`config.mk`:
```
export PLATFORM = sky130hd
export DESIGN_NAME = arp_tx
export DESIGN_NICKNAME = d
export VERILOG_FILES = /design/src/rtl/arp_tx.sv
export SDC_FILE = /design/constraint.sdc
export NUM_CORES = 1
export LEC_CHECK = 0
export ABC_AREA = 1
export CAP_MARGIN = 20
export CORE_ASPECT_RATIO = 1.25
export CORE_MARGIN = 2
export CORE_UTILIZATION = 35
export DETAILED_ROUTE_END_ITERATION = 7
export HOLD_SLACK_MARGIN = 0.06
export SLEW_MARGIN = 25
export SYNTH_ARGS = -nofsm -noshare
export SYNTH_HDL_FRONTEND = slang
export SYNTH_SLANG_ARGS = --single-unit
export TNS_END_PERCENT = 5
```
`constraint.sdc`:
```
create_clock -name clk -period 5.2 [get_ports clk]
set_input_delay 1.04 -clock clk [delete_from_list [all_inputs] [get_ports clk]]
set_output_delay 1.04 -clock clk [all_outputs]
set_load 0.02 [all_outputs]
```
`src/rtl/arp_tx.sv`:
```
// ARP request/reply frame generator driving a GMII transmit port.
// Emits preamble, Ethernet header, ARP payload, zero pad and CRC-32 FCS, then an inter-frame gap.
module arp_tx #(
  parameter logic [47:0] BOARD_MAC  = 48'h00_11_22_33_44_55,
  parameter logic [31:0] BOARD_IP   = {8'd192, 8'd168, 8'd0, 8'd2},
  parameter int unsigned IFG_CYCLES = 12
) (
  input  logic        clk,
  input  logic        rst,
  input  logic        arp_tx_en,
  input  logic        arp_tx_type,
  input  logic [47:0] des_mac,
  input  logic [31:0] des_ip,
  output logic        gmii_tx_en,
  output logic [7:0]  gmii_txd,
  output logic        tx_busy,
  output logic        tx_done
);

  localparam int unsigned CNT_W =
    ($clog2(IFG_CYCLES + 1) > 5) ? $clog2(IFG_CYCLES + 1) : 5;

  typedef enum logic [2:0] {
    S_IDLE,
    S_PREAMBLE,
    S_ETH_HEAD,
    S_ARP_DATA,
    S_PAD,
    S_CRC,
    S_GAP
  } state_t;

  state_t             state_q, state_d;
  logic [CNT_W-1:0]   cnt_q, cnt_d;
  logic               type_q, type_d;
  logic [47:0]        mac_q, mac_d;
  logic [31:0]        ip_q, ip_d;
  logic [31:0]        crc_q, crc_d;
  logic               tx_en_q, tx_en_d;
  logic [7:0]         txd_q, txd_d;
  logic               busy_q, busy_d;
  logic               done_q, done_d;

  function automatic logic [7:0] sel_byte(input logic [47:0] v, input int unsigned k);
    return 8'(v >> (8 * k));
  endfunction

  // Reflected CRC-32 (poly 0x04C11DB7 -> 0xEDB88320), one byte LSB first.
  function automatic logic [31:0] crc32_byte(input logic [31:0] c, input logic [7:0] b);
    logic [31:0] r;
    r = c ^ {24'h000000, b};
    for (int unsigned i = 0; i < 8; i++) begin
      r = r[0] ? ((r >> 1) ^ 32'hEDB88320) : (r >> 1);
    end
    return r;
  endfunction

  function automatic logic [7:0] frame_byte(
    input state_t      s,
    input int unsigned i,
    input logic        typ,
    input logic [47:0] mac,
    input logic [31:0] ip,
    input logic [31:0] crc
  );
    logic [7:0]  b;
    logic [31:0] fcs;
    b   = 8'h00;
    fcs = ~crc;
    case (s)
      S_PREAMBLE: b = (i == 7) ? 8'hD5 : 8'h55;
      S_ETH_HEAD: begin
        if (i < 6)       b = typ ? sel_byte(mac, 5 - i) : 8'hFF;
        else if (i < 12) b = sel_byte(BOARD_MAC, 11 - i);
        else             b = (i == 12) ? 8'h08 : 8'h06;
      end
      S_ARP_DATA: begin
        case (i)
          0:       b = 8'h00;
          1:       b = 8'h01;
          2:       b = 8'h08;
          3:       b = 8'h00;
          4:       b = 8'h06;
          5:       b = 8'h04;
          6:       b = 8'h00;
          7:       b = typ ? 8'h02 : 8'h01;
          default: begin
            if (i < 14)      b = sel_byte(BOARD_MAC, 13 - i);
            else if (i < 18) b = sel_byte({16'h0000, BOARD_IP}, 17 - i);
            else if (i < 24) b = typ ? sel_byte(mac, 23 - i) : 8'h00;
            else             b = sel_byte({16'h0000, ip}, 27 - i);
          end
        endcase
      end
      S_CRC:   b = sel_byte({16'h0000, fcs}, i);
      default: b = 8'h00;
    endcase
    return b;
  endfunction

  always_comb begin
    state_d = state_q;
    cnt_d   = CNT_W'(cnt_q + 1'b1);
    type_d  = type_q;
    mac_d   = mac_q;
    ip_d    = ip_q;
    crc_d   = crc_q;
    busy_d  = busy_q;
    done_d  = 1'b0;

    case (state_q)
      S_IDLE: begin
        cnt_d = '0;
        if (arp_tx_en) begin
          state_d = S_PREAMBLE;
          type_d  = arp_tx_type;
          mac_d   = des_mac;
          ip_d    = des_ip;
          busy_d  = 1'b1;
        end
      end
      S_PREAMBLE: begin
        crc_d = '1;
        if (cnt_q == CNT_W'(7)) begin
          state_d = S_ETH_HEAD;
          cnt_d   = '0;
        end
      end
      S_ETH_HEAD: begin
        crc_d = crc32_byte(crc_q, txd_q);
        if (cnt_q == CNT_W'(13)) begin
          state_d = S_ARP_DATA;
          cnt_d   = '0;
        end
      end
      S_ARP_DATA: begin
        crc_d = crc32_byte(crc_q, txd_q);
        if (cnt_q == CNT_W'(27)) begin
          state_d = S_PAD;
          cnt_d   = '0;
        end
      end
      S_PAD: begin
        crc_d = crc32_byte(crc_q, txd_q);
        if (cnt_q == CNT_W'(17)) begin
          state_d = S_CRC;
          cnt_d   = '0;
        end
      end
      S_CRC: begin
        if (cnt_q == CNT_W'(3)) begin
          state_d = S_GAP;
          cnt_d   = '0;
          done_d  = 1'b1;
        end
      end
      S_GAP: begin
        // GAP lasts IFG_CYCLES-1 cycles; the IDLE sampling cycle completes the idle gap.
        if ((32'(cnt_q) + 32'd2) >= IFG_CYCLES) begin
          state_d = S_IDLE;
          cnt_d   = '0;
          busy_d  = 1'b0;
        end
      end
      default: begin
        state_d = S_IDLE;
        cnt_d   = '0;
        busy_d  = 1'b0;
      end
    endcase

    // Outputs are registered, so the byte is looked up from the next state/count.
    tx_en_d = state_d inside {S_PREAMBLE, S_ETH_HEAD, S_ARP_DATA, S_PAD, S_CRC};
    txd_d   = tx_en_d ? frame_byte(state_d, 32'(cnt_d), type_d, mac_d, ip_d, crc_d) : 8'h00;
  end

  always_ff @(posedge clk or posedge rst) begin
    if (rst) begin
      state_q <= S_IDLE;
      cnt_q   <= '0;
      type_q  <= 1'b0;
      mac_q   <= '0;
      ip_q    <= '0;
      crc_q   <= '1;
      tx_en_q <= 1'b0;
      txd_q   <= '0;
      busy_q  <= 1'b0;
      done_q  <= 1'b0;
    end else begin
      state_q <= state_d;
      cnt_q   <= cnt_d;
      type_q  <= type_d;
      mac_q   <= mac_d;
      ip_q    <= ip_d;
      crc_q   <= crc_d;
      tx_en_q <= tx_en_d;
      txd_q   <= txd_d;
      busy_q  <= busy_d;
      done_q  <= done_d;
    end
  end

  assign gmii_tx_en = tx_en_q;
  assign gmii_txd   = txd_q;
  assign tx_busy    = busy_q;
  assign tx_done    = done_q;

endmodule
```
# Yosys cells after proc, flatten, opt, wreduce, memory -nomap -nowiden
# Index checks and enable logic that the tools add are counted.
# totals
ff_bits,132
inputBits,84
# op_classes
n_addsub,8
magnitude_cmp,6
n_eq_ne,26
shifts,7
mux,48
bitwise_logic,11
reduce_logical,7
# ops
op,count
two-way mux 32 bit,10
inverter 13 -> 14 bit,8
two-way mux 48 bit,2
>> shifter 48 x 32 -> 8 bit,2
>> shifter 37 x 32 -> 8 bit (first input constant),2
two-way mux 8 bit,9
one-hot mux 32 bit (2 select lines),1
one-hot mux 8 bit (6 select lines),1
inverter 32 bit,1
one-hot mux 8 bit (4 select lines),1
>> shifter 32 x 32 -> 8 bit,1
>> shifter 32 x 32 -> 8 bit (first input constant),1
>> shifter 32 x 8 -> 8 bit,1
bitwise XOR 32 x 8 -> 32 bit,1
two-way mux 5 bit,6
one-hot mux 5 bit (6 select lines),1
== test 5 x 3 -> 1 bit (second input constant),5
two-way mux 3 bit,7
one-hot mux 3 bit (7 select lines),1
subtractor 5 x 5 -> 6 bit (first input constant),3
== test 3 bit (second input constant),5
== test 5 x 2 -> 1 bit (second input constant),3
== test 3 x 2 -> 1 bit (second input constant),4
subtractor 4 x 5 -> 6 bit (first input constant),2
23 further kinds,35

# Longest topological paths before layout
# Gate-level depths: netlist of the first run.
# logic_depth
word_depth,22
depth_mapped,24
ltp_nobuf,24

# Least setup slack after synthesis of the first run
# No wires, ideal clock.
# synth_path
path_type,flip-flop to flip-flop
start,register cnt_q[0]
end,register txd_q[3] (netlist: gmii_txd[3])
setup_time_ns,0.116
arrival_ns,2.694
required_ns,5.084
slack_ns,2.390
path_stages_with_launch,24
path_cell_list,dfrtp_1 ha_1 inv_1 nor2_1 nand2_1 nand2_1 nand2_2 nor2_4 nand3_4 nand2_4 buf_8 buf_2 ha_1 inv_1 a21oi_1 inv_1 nor2_1 inv_1 nand2_1 nor2_1 nand2_1 nand2_1 nand2_1 nand2_1
# synth_via
elab_chain_len,13
# synth_lines
item,line_no,rtl
start: declaration,34,"logic [CNT_W-1:0] cnt_q, cnt_d;"
start signal: assignment,191,cnt_q <= cnt_d;
adder 5 x 2 -> 6 bit,159,if ((32'(cnt_q) + 32'd2) >= IFG_CYCLES) begin
>= comparator 6 x 4 -> 1 bit,159,
two-way mux 5 bit,159,
one-hot mux 5 bit (6 select lines),111,case (state_q)
subtractor 5 x 5 -> 6 bit,90,"else if (i < 24) b = typ ? sel_byte(mac, 23 - i) : 8'h00;"
>> shifter 48 x 32 -> 8 bit,45,return 8'(v >> (8 * k));
two-way mux 8 bit (2 in series),90,
two-way mux 8 bit,89,"else if (i < 18) b = sel_byte({16'h0000, BOARD_IP}, 17 - i);"
two-way mux 8 bit,88,"if (i < 14) b = sel_byte(BOARD_MAC, 13 - i);"
one-hot mux 8 bit (6 select lines),78,case (i)
one-hot mux 8 bit (4 select lines),70,case (s)
two-way mux 8 bit *,174,"txd_d = tx_en_d ? frame_byte(state_d, 32'(cnt_d), type_d, mac_d, ip_d, crc_d) : 8'h00;"
named net txd_d[3],40,"logic [7:0] txd_q, txd_d;"
end signal: assignment,197,txd_q <= txd_d;
end: declaration,40,
# The timed path passes the listed nets; every way through them passes the cells marked *.
# A chain may end at the register's enable or synchronous reset.

# Worst setup path after layout of the first run
# layout_path
start,register cnt_q[0]
end,register txd_q[6] (netlist: gmii_txd[6])
# layout_via
elab_chain_len,13
# layout_lines
item,line_no
adder 5 x 2 -> 6 bit,159
>= comparator 6 x 4 -> 1 bit,159
two-way mux 5 bit,159
one-hot mux 5 bit (6 select lines) *,111
named net cnt_d[2],34
subtractor 5 x 5 -> 6 bit,90
>> shifter 48 x 32 -> 8 bit,45
two-way mux 8 bit (2 in series),90
two-way mux 8 bit,89
two-way mux 8 bit,88
one-hot mux 8 bit (6 select lines),78
one-hot mux 8 bit (4 select lines) *,70
two-way mux 8 bit *,174
named net txd_d[6],40
# Marked as above.

==> results of run 1 <==
## per-layer routing
layer	routed length (um)	GRT usage, %	up-vias
met5	0	0	-
met4	479	6.95	0
met3	972	2.53	35
met2	12900	34.5	212
met1	11000	23.9	3805
li1	-	-	3963
## flip-flops by register name (all words and copies together) (netlist names)
register / flops
gmii_tx_en: 1
state_q: 3
mac_q: 48
crc_q: 32
ip_q: 32
gmii_txd: 8
cnt_q: 5
type_q: 1
tx_busy: 1
tx_done: 1
## worst paths after layout
kind                            slack (ns)           to  startpoint
worst max-delay path                  1.36  gmii_txd[6]    cnt_q[0]
worst min-delay path                  0.47      ip_q[3]     ip_q[3]
worst max register to register        1.36  gmii_txd[6]    cnt_q[0]
worst min register to register        0.47      ip_q[3]     ip_q[3]
max in group asynchronous             3.22     ip_q[14]         rst
min in group asynchronous             1.12      tx_done         rst
## synth_stat cells, types with 5 or more instances
| cell type | number | area [sq um] |
|---|---|---|
| nand3_1 | 56 | 280 |
| or2_1 | 5 | 31.3 |
| o21ai_0 | 72 | 360 |
| inv_2 | 12 | 45.0 |
| a21oi_1 | 42 | 210 |
| mux2i_1 | 14 | 140 |
| o22ai_1 | 13 | 81.3 |
| o21ai_1 | 28 | 140 |
| dfstp_2 | 32 | 841 |
| nand2_1 | 367 | 1380 |
| nor2_1 | 74 | 278 |
| or2_2 | 39 | 244 |
| buf_4 | 6 | 45.0 |
| nor2_4 | 6 | 67.6 |
| nand2_2 | 7 | 43.8 |
| nand2_4 | 5 | 56.3 |
| dfrtp_1 | 100 | 2500 |
| nand4_1 | 8 | 50.1 |
| ha_1 | 17 | 213 |
| clkbuf_1 | 8 | 30.0 |
| o211ai_1 | 17 | 128 |
| buf_2 | 24 | 120 |
| buf_6 | 9 | 101 |
| xor2_1 | 50 | 438 |
| and2_1 | 6 | 37.5 |
| inv_1 | 142 | 533 |
| xnor2_1 | 13 | 114 |
| nor3_1 | 7 | 35.0 |
## through the flow
stage	hold WS, ns	power, W
final	0.471	0.00234
after global routing	0.491	0.00241
after CTS	0.474	0.00236
after detailed placement	0.457	0.00114
after global placement	0.456	0.00114
after floorplan	0.440	0.00106
## critical path: stages (launching register included)
cell,delay (ns)
dfrtp_1,0.48
ha_1,0.23
inv_1,0.05
nor2_1,0.12
nand2_1,0.10
nand2_2,0.09
nand2_2,0.07
nor2_4,0.11
nand3_1,0.08
nand2_1,0.55
inv_1,0.41
ha_1,0.36
inv_1,0.07
nand2_1,0.05
nand2_1,0.12
inv_1,0.06
nor2_1,0.27
nand3_1,0.15
nor2_1,0.13
nor2_1,0.05
a21oi_1,0.13
nor2_1,0.06
nand2_1,0.05
## power by group through the flow
stage,Clock (W),Combinational (W),Sequential [W]
6_report,0.00122,0.0000896,0.00103
4_1_cts,0.00124,0.0000927,0.00103
5_1_grt,0.00129,0.0000974,0.00103
3_5_place_dp,0,0.0000923,0.00105
3_3_place_gp,0,0.0000930,0.00105
2_1_floorplan,0,0.0000150,0.00105
## kinds of logic (layout without fill, tap and decap cells)
kind of cell	count (synthesis)	count (layout)	synth area share, %
AND/OR/NAND/NOR	597	597	29.9
multiplexers	14	14	1.58
AO/OA/AOI/OAI	182	182	11.2
adder cells (fa/ha/maj)	17	17	2.39
buffers and inverters	205	294	10.2
flip-flops	132	132	37.6
XOR/XNOR	67	67	7.07
## final cells by class
cell class | count | area [sq um]
Tap cell | 335 | 419
Timing Repair Buffer | 105 | 1040
Inverter | 157 | 594
Clock inverter | 13 | 149
Fill cell | 2587 | 14500
Sequential cell | 132 | 3340
Clock buffer | 19 | 443
Multi-Input combinational cell | 877 | 4640
==> metrics.csv, run 1 <==
stage,metric,value,unit
logic_synthesis,distinct cell type count after synthesis,49,
sta,Max Clock Freq,0.261,GHz
placement,placed wire-length estimate,18200,um
grt,vias in the first global route,7941,
sta,Clock Skew,0.0145,ns
placement,pre-CTS WS,1.28,ns
finish,Layout Utilization,42.3,%
placement,Post-DP Area,10000,sq um
finish,Final Non-Filler Cells,1638,
logic_synthesis,Ys Warns,0,
power_and_ir_drop,clock power share,52.1,%
sta,setup violators final,0,
logic_synthesis,top_reg_cell synth,dfrtp_1,
power_and_ir_drop,worst IR drop on VDD,0.000222,V
worst_setup_path,crit end category,flop,
power_and_ir_drop,Net Sw Frac,22.5,%
finish,share of layout cells above drive strength 1,12.4,%
sta,final count of pins violating max slew,0,
power_and_ir_drop,Pwr per Cell Area,220,nW/um^2
sta,Tmin final,3.84,ns
floorplan,DIE HEIGHT,182,um
clock_tree,Inserted Clock Buffers,17,
route,drt pass-1 iters,5,
sta,slack of the critical path,1.36,ns
clock_tree,root buf cell,clkbuf_16,
floorplan,Starting Density,35.3,%
placement,placer congestion estimate,0.950,
grt,first-pass GRT wire length,41200,um
route,WL final,25400,um
min_path,Worst Hold Class,flop to flop,
worst_setup_path,worst-path maximum fanout,17,
finish,Layout area overhead,19.7,%
worst_setup_path,startpoint type of the worst setup path,flop,
floorplan,Die ar.,26700,sq um
finish,"leading cell type in the layout, fill and taps excluded",nand2_1,
worst_setup_path,CP Data Required Time,5.56,ns
grt,antenna violations before repair,0,
floorplan,# rows,65,
clock_tree,buffer depth of the longest clock path,2,
logic_synthesis,Cells after Synth,1214,
status,status,completed,
finish,most frequent cells in the layout,"nand2_1 (367), inv_1 (141), dfrtp_1 (100), clkdlybuf4s50_1 (94), nor2_1 (74)",
worst_setup_path,number of cells on the worst reg-to-reg path,22,
clock_tree,worst skew pair latency,0.43,ns
route,via density per instance,4.89,
logic_synthesis,asr flop ratio synth,100,%
placement,Placed Instances,1606,
route,Final ANT Viol Nets,0,
clock_tree,clock slew at reported path FFs,0.06,ns
worst_setup_path,crit path kind,flop to flop,
grt,pin count of the biggest net entering global routing,76,
floorplan,IO Count,95,
min_path,hold depth,2,
logic_synthesis,"Avg Cell Area, Syn",7.32,sq um
floorplan,Chip Width,146,um
sta,Slew HR,35.2,%
finish,final instance area,10600,sq um
logic_synthesis,Synth Register Bits,132,
clock_tree,Resized cells post-CTS,0,
power_and_ir_drop,logic gate share of total power,3.8,%
run,max_cap viols,0,
worst_setup_path,Critical Path AT,4.19,ns
route,DRC,0,
finish,Final nets,1391,
floorplan,Core Area,25100,sq um
clock_tree,H-tree Lvls,4,
clock_tree,Hold Buf Count CTS,0,
logic_synthesis,Synth Net Count,1315,
grt,GRT Total Usage,19.3,%
sta,Final period util,73.8,%
finish,Antenna diodes,0,
clock_tree,Clock Sinks,132,
sta,actual slew at the worst max-slew pin,0.970,ns
sta,Final Hold Fails,0,
sta,Fin Setup TNS,0,ns
power_and_ir_drop,Leakage,5.84,nW
logic_synthesis,Post-synth EDFFs,0,
route,WL per Instance,15.5,um
logic_synthesis,sequential area share after synthesis,37.6,%
placement,I/O Buffers,94,
power_and_ir_drop,cell-internal power,0.00181,W
logic_synthesis,synthesized cell area,8880,sq um
grt,GR Overflow Total,0,
power_and_ir_drop,Switch Pwr,0.000526,W
sta,RSZ-0062 raised after global routing,false,
clock_tree,postcts setup bufs,0,
clock_tree,CTS tree,built,
route,Iteration-0 DRC Markers,570,
route,via count,8015,
power_and_ir_drop,Reg power frac,44.0,%
Power figures use the tool's default switching activity.
==> run 2, diff against run 1 <==
==> constraint.sdc (replaced) <==
create_clock -name clk -period 3.8 [get_ports clk]
set_input_delay 0.76 -clock clk [delete_from_list [all_inputs] [get_ports clk]]
set_output_delay 0.76 -clock clk [all_outputs]
set_load 0.02 [all_outputs]
==> metrics.csv, run 2 (synthesis gave the netlist of run 1 again) <==
stage,metric,value,unit,change
status,status,completed,,
floorplan,Chip Width,146,um,unchanged
finish,Top reg by flops,mac_q,,
worst_setup_path,crit end category,flop,,
sta,Clock Skew,0.00905,ns,-0.00541 ns
floorplan,IO Count,95,,unchanged
worst_setup_path,Critical Path AT,3.71,ns,-0.48 ns
finish,Antenna diodes,0,,unchanged
route,WL per Instance,15.0,um,-3.3%
power_and_ir_drop,Leakage,5.89,nW,+0.96%
finish,Final Non-Filler Cells,1645,,+0.43%
floorplan,# rows,65,,unchanged
route,via density per instance,4.81,,-1.8%
power_and_ir_drop,worst IR drop on VDD,0.000290,V,+31%
route,Metal-1 WL,10600,um,-3.9%
route,Final ANT Viol Nets,0,,unchanged
grt,pin count of the biggest net entering global routing,133,,+75%
floorplan,Starting Density,35.3,%,unchanged
clock_tree,root buf cell,clkbuf_16,,
sta,Final Hold Fails,0,,unchanged
route,Routed met3 length,969,um,-0.31%
placement,Placed Instances,1613,,+0.44%
grt,antenna violations before repair,0,,unchanged
floorplan,DIE HEIGHT,182,um,unchanged
sta,Tmin final,3.35,ns,-0.483 ns
worst_setup_path,crit path kind,flop to flop,,
clock_tree,CTS tree,built,,
route,DRC,0,,unchanged
finish,share of layout cells above drive strength 1,13.0,%,+0.54 points
sta,RSZ-0062 raised after global routing,false,,
sta,Slew HR,46.9,%,+12 points
sta,actual slew at the worst max-slew pin,0.797,ns,-0.173 ns
clock_tree,clock slew at reported path FFs,0.06,ns,about the same
finish,max reg flops,48,,unchanged
grt,GRT Total Usage,18.8,%,-0.49 points
clock_tree,H-tree Lvls,4,,unchanged
finish,Layout area overhead,20.8,%,
sta,worst hold slack,0.468,ns,-0.00315 ns
clock_tree,buffer depth of the longest clock path,2,,unchanged
clock_tree,postcts setup bufs,0,,unchanged
clock_tree,Hold Buf Count CTS,0,,unchanged
route,via count,7906,,-1.4%
sta,setup violators final,0,,unchanged
finish,final instance area,10700,sq um,+0.94%
placement,Post-DP Area,10100,sq um,+0.91%
worst_setup_path,worst-path maximum fanout,9,,-8
finish,Final nets,1398,,+0.50%
route,max layer used,met4,,
sta,final count of pins violating max slew,0,,unchanged
finish,largest registers,"mac_q (48), crc_q (32), ip_q (32)",,
clock_tree,Clock Sinks,132,,unchanged
finish,"leading cell type in the layout, fill and taps excluded",nand2_1,,
finish,Layout Utilization,42.7,%,+0.40 points
sta,Fin Setup TNS,0,ns,unchanged
clock_tree,Inserted Clock Buffers,17,,unchanged
min_path,Worst Hold Class,flop to flop,,
floorplan,Die ar.,26700,sq um,unchanged
route,Iteration-0 DRC Markers,600,,+5.3%
grt,GR Overflow Total,0,,unchanged
sta,Max Clock Freq,0.298,GHz,+14%
worst_setup_path,R2R Setup Slk,0.45,ns,-0.92 ns
power_and_ir_drop,Pwr per Cell Area,299,nW/um^2,+36%
clock_tree,Resized cells post-CTS,0,,unchanged
route,routed wl met2,12300,um,-4.7%
floorplan,Core Area,25100,sq um,unchanged
clock_tree,worst skew pair latency,0.42,ns,about the same
finish,most frequent cells in the layout,"nand2_1 (367), inv_1 (141), dfrtp_1 (100), clkdlybuf4s50_1 (94), nor2_1 (74)",,
worst_setup_path,CP Data Required Time,4.16,ns,-1.40 ns
run,max_cap viols,0,,unchanged
worst_setup_path,startpoint type of the worst setup path,flop,,
grt,first-pass GRT wire length,40200,um,-2.5%
placement,placed wire-length estimate,18000,um,-1.5%
placement,I/O Buffers,94,,unchanged
route,WL final,24600,um,-2.9%
route,drt pass-1 iters,5,,unchanged
placement,placer congestion estimate,0.928,,-2.3%
grt,vias in the first global route,7940,,-0.013%
sta,Final period util,88.2,%,+14 points
-- run 2: where the power goes --
group	switching (W)	leakage, nW	internal (W)
combinational	0.0000427	3.91	0.0000766
clock	0.000672	0.295	0.00101
sequential	0	1.69	0.00141
total	0.000715	5.89	0.00249
-- run 2: worst paths after layout --
path / cells past startpoint / start / endpoint
setup / recovery: 22 / cnt_q[0] / gmii_txd[5]
hold / removal: 2 / mac_q[22] / mac_q[22]
setup reg to reg: 22 / cnt_q[0] / gmii_txd[5]
hold reg to reg: 2 / mac_q[22] / mac_q[22]
max in group asynchronous: 3 / rst / state_q[2]
min in group asynchronous: 3 / rst / tx_done
-- run 2: worst max-delay path: stages (launching register included) --
cell and delay (ns):
dfrtp_1 0.44, ha_1 0.22, inv_1 0.05, nor2_1 0.11, nand2_1 0.09, nand2_2 0.09, nand2_2 0.07, nor2_4 0.11
nand3_1 0.09, nand2_1 0.29, inv_1 0.30, ha_1 0.33, inv_1 0.06, nand2_1 0.05, nand2_1 0.12, inv_1 0.05
nor2_1 0.18, nand3_1 0.12, nor2_1 0.18, nor2_1 0.07, a21oi_1 0.14, nor2_1 0.06, nand2_1 0.05
-- run 2: metal layers --
metal | vias up | track usage (%)
li1 | 3972 | -
met1 | 3689 | 22.8
met2 | 196 | 33.3
met3 | 49 | 3.18
met4 | 0 | 7.81
met5 | - | 0
-- run 2: metrics by stage --
stage	total power (W)	setup slack, ns
6_report	0.00321	0.448
5_1_grt	0.00331	0.191
4_1_cts	0.00325	0.474
3_5_place_dp	0.00155	0.422
3_3_place_gp	0.00156	0.406
2_1_floorplan	0.00145	0.990
-- run 2: final cells by class --
cell class / instances / area, sq um
clock buffer: 19 / 453
clock inverter: 13 / 148
fill: 2533 / 14400
inverter: 157 / 596
multi-input combinational: 877 / 4640
sequential: 132 / 3340
tap: 335 / 419
timing repair buffer: 112 / 1130
